**config.mk**
```make
export PLATFORM = sky130hd
export DESIGN_NAME = dbus_arbiter
export DESIGN_NICKNAME = d
export VERILOG_FILES = /design/src/rtl/dbus_arbiter.sv
export SDC_FILE = /design/constraint.sdc
export NUM_CORES = 1
export LEC_CHECK = 0
export BUFFER_PORTS_ARGS = -buffer_cell sky130_fd_sc_hd__buf_2
export CAP_MARGIN = 20
export CORE_AREA = 2 2 103 105
export CTS_CLUSTER_SIZE = 8
export DETAILED_ROUTE_END_ITERATION = 8
export DIE_AREA = 0 0 105 107
export GPL_TIMING_DRIVEN = 0
export RECOVER_POWER = 100
export SLEW_MARGIN = 30
export SYNTH_ARGS = -nofsm -noshare
export SYNTH_HDL_FRONTEND = slang
export SYNTH_SLANG_ARGS = --single-unit
export TNS_END_PERCENT = 100
```
**constraint.sdc**
```tcl
create_clock -name i_Clk -period 1.9 [get_ports i_Clk]
set_input_delay 0.19 -clock i_Clk [delete_from_list [all_inputs] [get_ports i_Clk]]
set_output_delay 0.19 -clock i_Clk [all_outputs]
set_load 0.02 [all_outputs]
```
**src/rtl/dbus_arbiter.sv**
```systemverilog
// Two-master data-bus arbiter: registered grant, round-robin on contention, zero-bubble handover.
// Optional burst limit compiled in with DBUS_ARB_BURST_LIMIT_EN.
module dbus_arbiter #(
    parameter int BUS_WORD_ADDR_WIDTH = 16,
    parameter int BURST_MAX           = 16
) (
    input  logic                           i_Clk,
    input  logic                           i_Rst,
    input  logic                           i_M0_Req,
    input  logic                           i_M1_Req,
    output logic                           o_M0_Gnt,
    output logic                           o_M1_Gnt,
    input  logic [BUS_WORD_ADDR_WIDTH-1:0] i_M0_Addr,
    input  logic                           i_M0_WE,
    input  logic [3:0]                     i_M0_ByteEn,
    input  logic [31:0]                    i_M0_WD,
    output logic [31:0]                    o_M0_RD,
    input  logic [BUS_WORD_ADDR_WIDTH-1:0] i_M1_Addr,
    input  logic                           i_M1_WE,
    input  logic [3:0]                     i_M1_ByteEn,
    input  logic [31:0]                    i_M1_WD,
    output logic [31:0]                    o_M1_RD,
    output logic [BUS_WORD_ADDR_WIDTH-1:0] o_DBus_Addr,
    output logic                           o_DBus_WE,
    output logic [3:0]                     o_DBus_ByteEn,
    output logic [31:0]                    o_DBus_WD,
    input  logic [31:0]                    i_DBus_RD,
    output logic [1:0]                     o_Owner
);

    // state | meaning
    // IDLE  | no master owns the bus, slave side driven to 0
    // OWN0  | M0 (CPU) owns the bus
    // OWN1  | M1 (DMA/debug) owns the bus
    typedef enum logic [1:0] {
        IDLE = 2'b00,
        OWN0 = 2'b01,
        OWN1 = 2'b10
    } state_t;

    if (BURST_MAX < 2 || BURST_MAX > 256) begin : g_bad_burst_max
        $error("dbus_arbiter: BURST_MAX must be within 2..256");
    end

    state_t state_q, state_d;
    logic   last_q, last_d;
    logic   burst_expired;

`ifdef DBUS_ARB_BURST_LIMIT_EN
    localparam logic [7:0] BURST_LAST = 8'(BURST_MAX - 1);

    logic [7:0] burst_cnt_q, burst_cnt_d;

    assign burst_expired = (burst_cnt_q == BURST_LAST);

    // Counts granted cycles of the current owner; any grant change restarts it.
    always_comb begin
        burst_cnt_d = burst_cnt_q;
        if (state_d != state_q || state_d == IDLE) begin
            burst_cnt_d = 8'd0;
        end else if (!burst_expired) begin
            burst_cnt_d = burst_cnt_q + 8'd1;
        end
    end

    always_ff @(posedge i_Clk or posedge i_Rst) begin
        if (i_Rst) begin
            burst_cnt_q <= 8'd0;
        end else begin
            burst_cnt_q <= burst_cnt_d;
        end
    end
`else
    assign burst_expired = 1'b0;
`endif

    always_ff @(posedge i_Clk or posedge i_Rst) begin
        if (i_Rst) begin
            state_q <= IDLE;
            last_q  <= 1'b1;
        end else begin
            state_q <= state_d;
            last_q  <= last_d;
        end
    end

    // last_q names the master that most recently gave up the bus.
    always_comb begin
        state_d = state_q;
        last_d  = last_q;
        case (state_q)
            IDLE: begin
                if (i_M0_Req && i_M1_Req) begin
                    state_d = last_q ? OWN0 : OWN1;
                end else if (i_M0_Req) begin
                    state_d = OWN0;
                end else if (i_M1_Req) begin
                    state_d = OWN1;
                end
            end
            OWN0: begin
                if (!i_M0_Req || (burst_expired && i_M1_Req)) begin
                    last_d  = 1'b0;
                    state_d = i_M1_Req ? OWN1 : IDLE;
                end
            end
            OWN1: begin
                if (!i_M1_Req || (burst_expired && i_M0_Req)) begin
                    last_d  = 1'b1;
                    state_d = i_M0_Req ? OWN0 : IDLE;
                end
            end
            default: begin
                state_d = IDLE;
            end
        endcase
    end

    // Write enable is qualified by the owner's request so a released master never writes.
    always_comb begin
        o_M0_Gnt      = 1'b0;
        o_M1_Gnt      = 1'b0;
        o_Owner       = 2'b00;
        o_DBus_Addr   = '0;
        o_DBus_WE     = 1'b0;
        o_DBus_ByteEn = 4'h0;
        o_DBus_WD     = 32'h0;
        case (state_q)
            OWN0: begin
                o_M0_Gnt      = 1'b1;
                o_Owner       = 2'b01;
                o_DBus_Addr   = i_M0_Addr;
                o_DBus_WE     = i_M0_WE & i_M0_Req;
                o_DBus_ByteEn = i_M0_ByteEn;
                o_DBus_WD     = i_M0_WD;
            end
            OWN1: begin
                o_M1_Gnt      = 1'b1;
                o_Owner       = 2'b10;
                o_DBus_Addr   = i_M1_Addr;
                o_DBus_WE     = i_M1_WE & i_M1_Req;
                o_DBus_ByteEn = i_M1_ByteEn;
                o_DBus_WD     = i_M1_WD;
            end
            default: begin
            end
        endcase
    end

    assign o_M0_RD = i_DBus_RD;
    assign o_M1_RD = i_DBus_RD;

endmodule

```
==> impl_metrics.sql <==
INSERT INTO impl_metrics (metric_group, metric, value, unit) VALUES
('logic_synthesis', 'average_cell_area_after_synthesis', '7.27', 'um2'),
('job', 'timing.max_cap.violations', '0', ''),
('grt', 'total_overflow_reported_by_the_global_router', '0', ''),
('floorplanning', 'die-width', '105', 'um'),
('place', 'finalWeightedCongestion', '0.773', ''),
('timing', 'fmax', '0.545', 'GHz'),
('logic_synthesis', 'synth_area', '0.00160', 'mm2'),
('critical_path', 'critPathKind', 'reg2out', ''),
('finish', 'drive_gt1_share', '59.2', '%'),
('logic_synthesis', 'synth_seq_cells', '3', ''),
('logic_synthesis', 'yosys_most_used_dff', 'sky130_fd_sc_hd__dfrtp_1', ''),
('timing', 'report.final.hold_viol_count', '0', ''),
('min_path', 'min-delay-path-class', 'in2reg', ''),
('critical_path', 'crit-reg2reg-launch', 'state_q[0]', ''),
('outcome', 'run_status', 'completed', ''),
('grt', 'groute.usage.overall', '10.9', '%'),
('logic_synthesis', 'syn_nets', '368', ''),
('power_and_ir_drop', 'ir_worst_vdd', '0.000405', 'V'),
('routing', 'avgRoutedWirePerCell', '11.8', 'um'),
('grt', 'grt_pass1_wl', '10300', 'um'),
('logic_synthesis', 'synthArstFlopShare', '100', '%'),
('power_and_ir_drop', 'cell_internal_pwr', '1880', 'uW'),
('grt', 'via_count_of_the_first_global_routing_pass', '2299', ''),
('routing', 'antenna_left', '0', ''),
('place', 'placed_area', '0.00292', 'mm2'),
('timing', 'timing_max_transition_violations_final', '0', ''),
('critical_path', 'r2r-end', 'state_q[1]', ''),
('critical_path', 'crit_buf_inv', '4', ''),
('critical_path', 'critical_path_peak_fanout', '10', ''),
('timing', 'fin_tns_setup', '0', 'ns'),
('power_and_ir_drop', 'power_frac_clock', '4.8', '%'),
('logic_synthesis', 'synth_area_leaders', 'sky130_fd_sc_hd__buf_4 (31%), sky130_fd_sc_hd__a22oi_1 (25%), sky130_fd_sc_hd__nor2b_1 (21%)', ''),
('clock_tree', 'h-tree-depth', '1', ''),
('timing', 'max_slew.worst_pin.slew', '0.262', 'ns'),
('critical_path', 'worstSetupStartpointType', 'register', ''),
('clock_tree', 'clock-sinks', '3', ''),
('logic_synthesis', 'synth.lib_cells_used.distinct', '23', ''),
('routing', 'viasPerCell', '4.06', ''),
('timing', 'worst_slack', '0.0653', 'ns'),
('timing', 'slew_headroom', '82.4', '%'),
('power_and_ir_drop', 'portion_of_total_power_attributed_to_combinational_logic', '91.5', '%'),
('clock_tree', 'tritoncts', 'done', ''),
('critical_path', 'rr_worst_depth', '7', ''),
('place', 'buffer_ports.inserted', '230', ''),
('floorplanning', 'ioPinCount', '263', ''),
('floorplanning', 'die_h', '107', 'um'),
('critical_path', 'worstSetupPathDepth', '7', ''),
('logic_synthesis', 'synthesis.yosys.warnings', '0', ''),
('critical_path', 'worst_path_max_delay_cell', 'sky130_fd_sc_hd__dfrtp_1', ''),
('grt', 'grt_antenna_before_repair', '0', ''),
('routing', 'detailroute.via_count', '2421', ''),
('logic_synthesis', 'number_of_enable_type_register_cells_in_the_synthesized_netlist', '0', ''),
('timing', 'final_period_minus_worst_setup_slack', '1.83', 'ns'),
('critical_path', 'critical_path_required', '1.71', 'ns'),
('logic_synthesis', 'post-synth-top-count-cell', 'sky130_fd_sc_hd__buf_4', ''),
('floorplanning', 'coreArea', '0.0101', 'mm2'),
('power_and_ir_drop', 'power.density_cell_area', '1220', 'mW/mm2'),
('timing', 'clock_skew', '0.000614', 'ns'),
('min_path', 'hold-path-cell-count', '3', ''),
('finish', 'num_antenna_cells', '0', ''),
('finish', 'utilization', '30.9', '%'),
('floorplanning', 'placementRows', '37', ''),
('grt', 'grt_start_max_net_pins', '11', ''),
('floorplanning', 'initial_utilization', '15.8', '%'),
('critical_path', 'worstPathArrival', '1.64', 'ns'),
('place', 'numPlacedInstances', '586', ''),
('logic_synthesis', 'synthesized_netlist_cell_count', '220', ''),
('routing', 'drt-initial-drc-count', '130', ''),
('clock_tree', 'clk_transition_reported_paths', '0.03', 'ns'),
('place', 'dpl_worst_slack', '-0.253', 'ns'),
('logic_synthesis', 'proportion_of_synthesized_chip_area_in_sequential_cells', '4.77', '%');
[sequential cells by signal (all words and copies together) (netlist names)]
register	flops
last_q	1
state_q	2
[per-layer routing]
layer	wire length, um	global-route usage (%)	vias up	part of all wire, %
met1	2550	11.6	1076	36
met5	0	0	-	0
met4	63	2.29	0	0.89
met3	615	1.22	6	8.7
met2	3840	22.7	160	54
li1	-	-	1179	-
[area by class of cell]
class                           count  area (um2)
Sequential cell                     3        77.6
Buffer                             83         691
Tap cell                          136         170
Clock buffer                        4        45.0
Inverter                            5        21.3
Multi-Input combinational cell    129         968
Timing Repair Buffer              237        1140
Fill cell                        1131        6980
[metrics by stage]
step,power (uW),hold WS (ns)
after floorplan,2240,-0.0571
after global placement,3160,0.0589
after detailed placement,3210,0.0620
after CTS,3680,0.298
after global routing,4120,0.326
final,3810,0.307
[cell families after synthesis]
logic type	share of synthesized area (%)
mux	0.939
compound gates	28.6
fa+ha+maj	4.69
flops	4.77
simple gates	24.3
buf+inv	36.7
[power groups by stage]
stage / registers (uW) / clock network, uW / logic (uW)
2_1_floorplan: 126 / 0 / 2120
3_3_place_gp: 132 / 0 / 3030
3_5_place_dp: 133 / 0 / 3080
4_1_cts: 135 / 189 / 3360
5_1_grt: 147 / 194 / 3780
6_report: 143 / 182 / 3480
[placed cells by master, fill, tap and decap left out, types with 3 or more instances in the layout]
cell type / instances
sky130_fd_sc_hd__inv_1: 3
sky130_fd_sc_hd__a22oi_1: 52
sky130_fd_sc_hd__buf_6: 7
sky130_fd_sc_hd__buf_4: 78
sky130_fd_sc_hd__ha_1: 3
sky130_fd_sc_hd__clkbuf_1: 65
sky130_fd_sc_hd__clkbuf_8: 4
sky130_fd_sc_hd__nor2b_1: 53
sky130_fd_sc_hd__buf_2: 161
sky130_fd_sc_hd__clkbuf_4: 3
[worst reg2reg max path, stage by stage (launching register included)]
cell and delay, ns:
sky130_fd_sc_hd__dfrtp_1 0.40, sky130_fd_sc_hd__inv_2 0.10, sky130_fd_sc_hd__buf_4 0.14, sky130_fd_sc_hd__buf_4 0.13, sky130_fd_sc_hd__ha_1 0.24, sky130_fd_sc_hd__a22oi_2 0.22, sky130_fd_sc_hd__nand2_2 0.10, sky130_fd_sc_hd__mux2_4 0.31
[how the worst min path moves through the flow]
stage,start,end
4_1_cts,i_M0_Req,state_q[0]
2_1_floorplan,i_Rst,state_q[0]
3_3_place_gp,i_Rst,state_q[1]
5_1_grt,i_M0_Req,state_q[0]
6_report,i_M0_Req,state_q[0]
3_5_place_dp,i_Rst,state_q[1]
[timing repair]
item                       in CTS  in global routing
setup buffers                   1                  5
hold endpoints to repair        2                  0
hold buffers                    1                  0
gates resized for setup        41                 22
cloned                          0                  0
setup endpoints to repair      53                 50
Note: power is estimated with default switching activity, not from simulation.
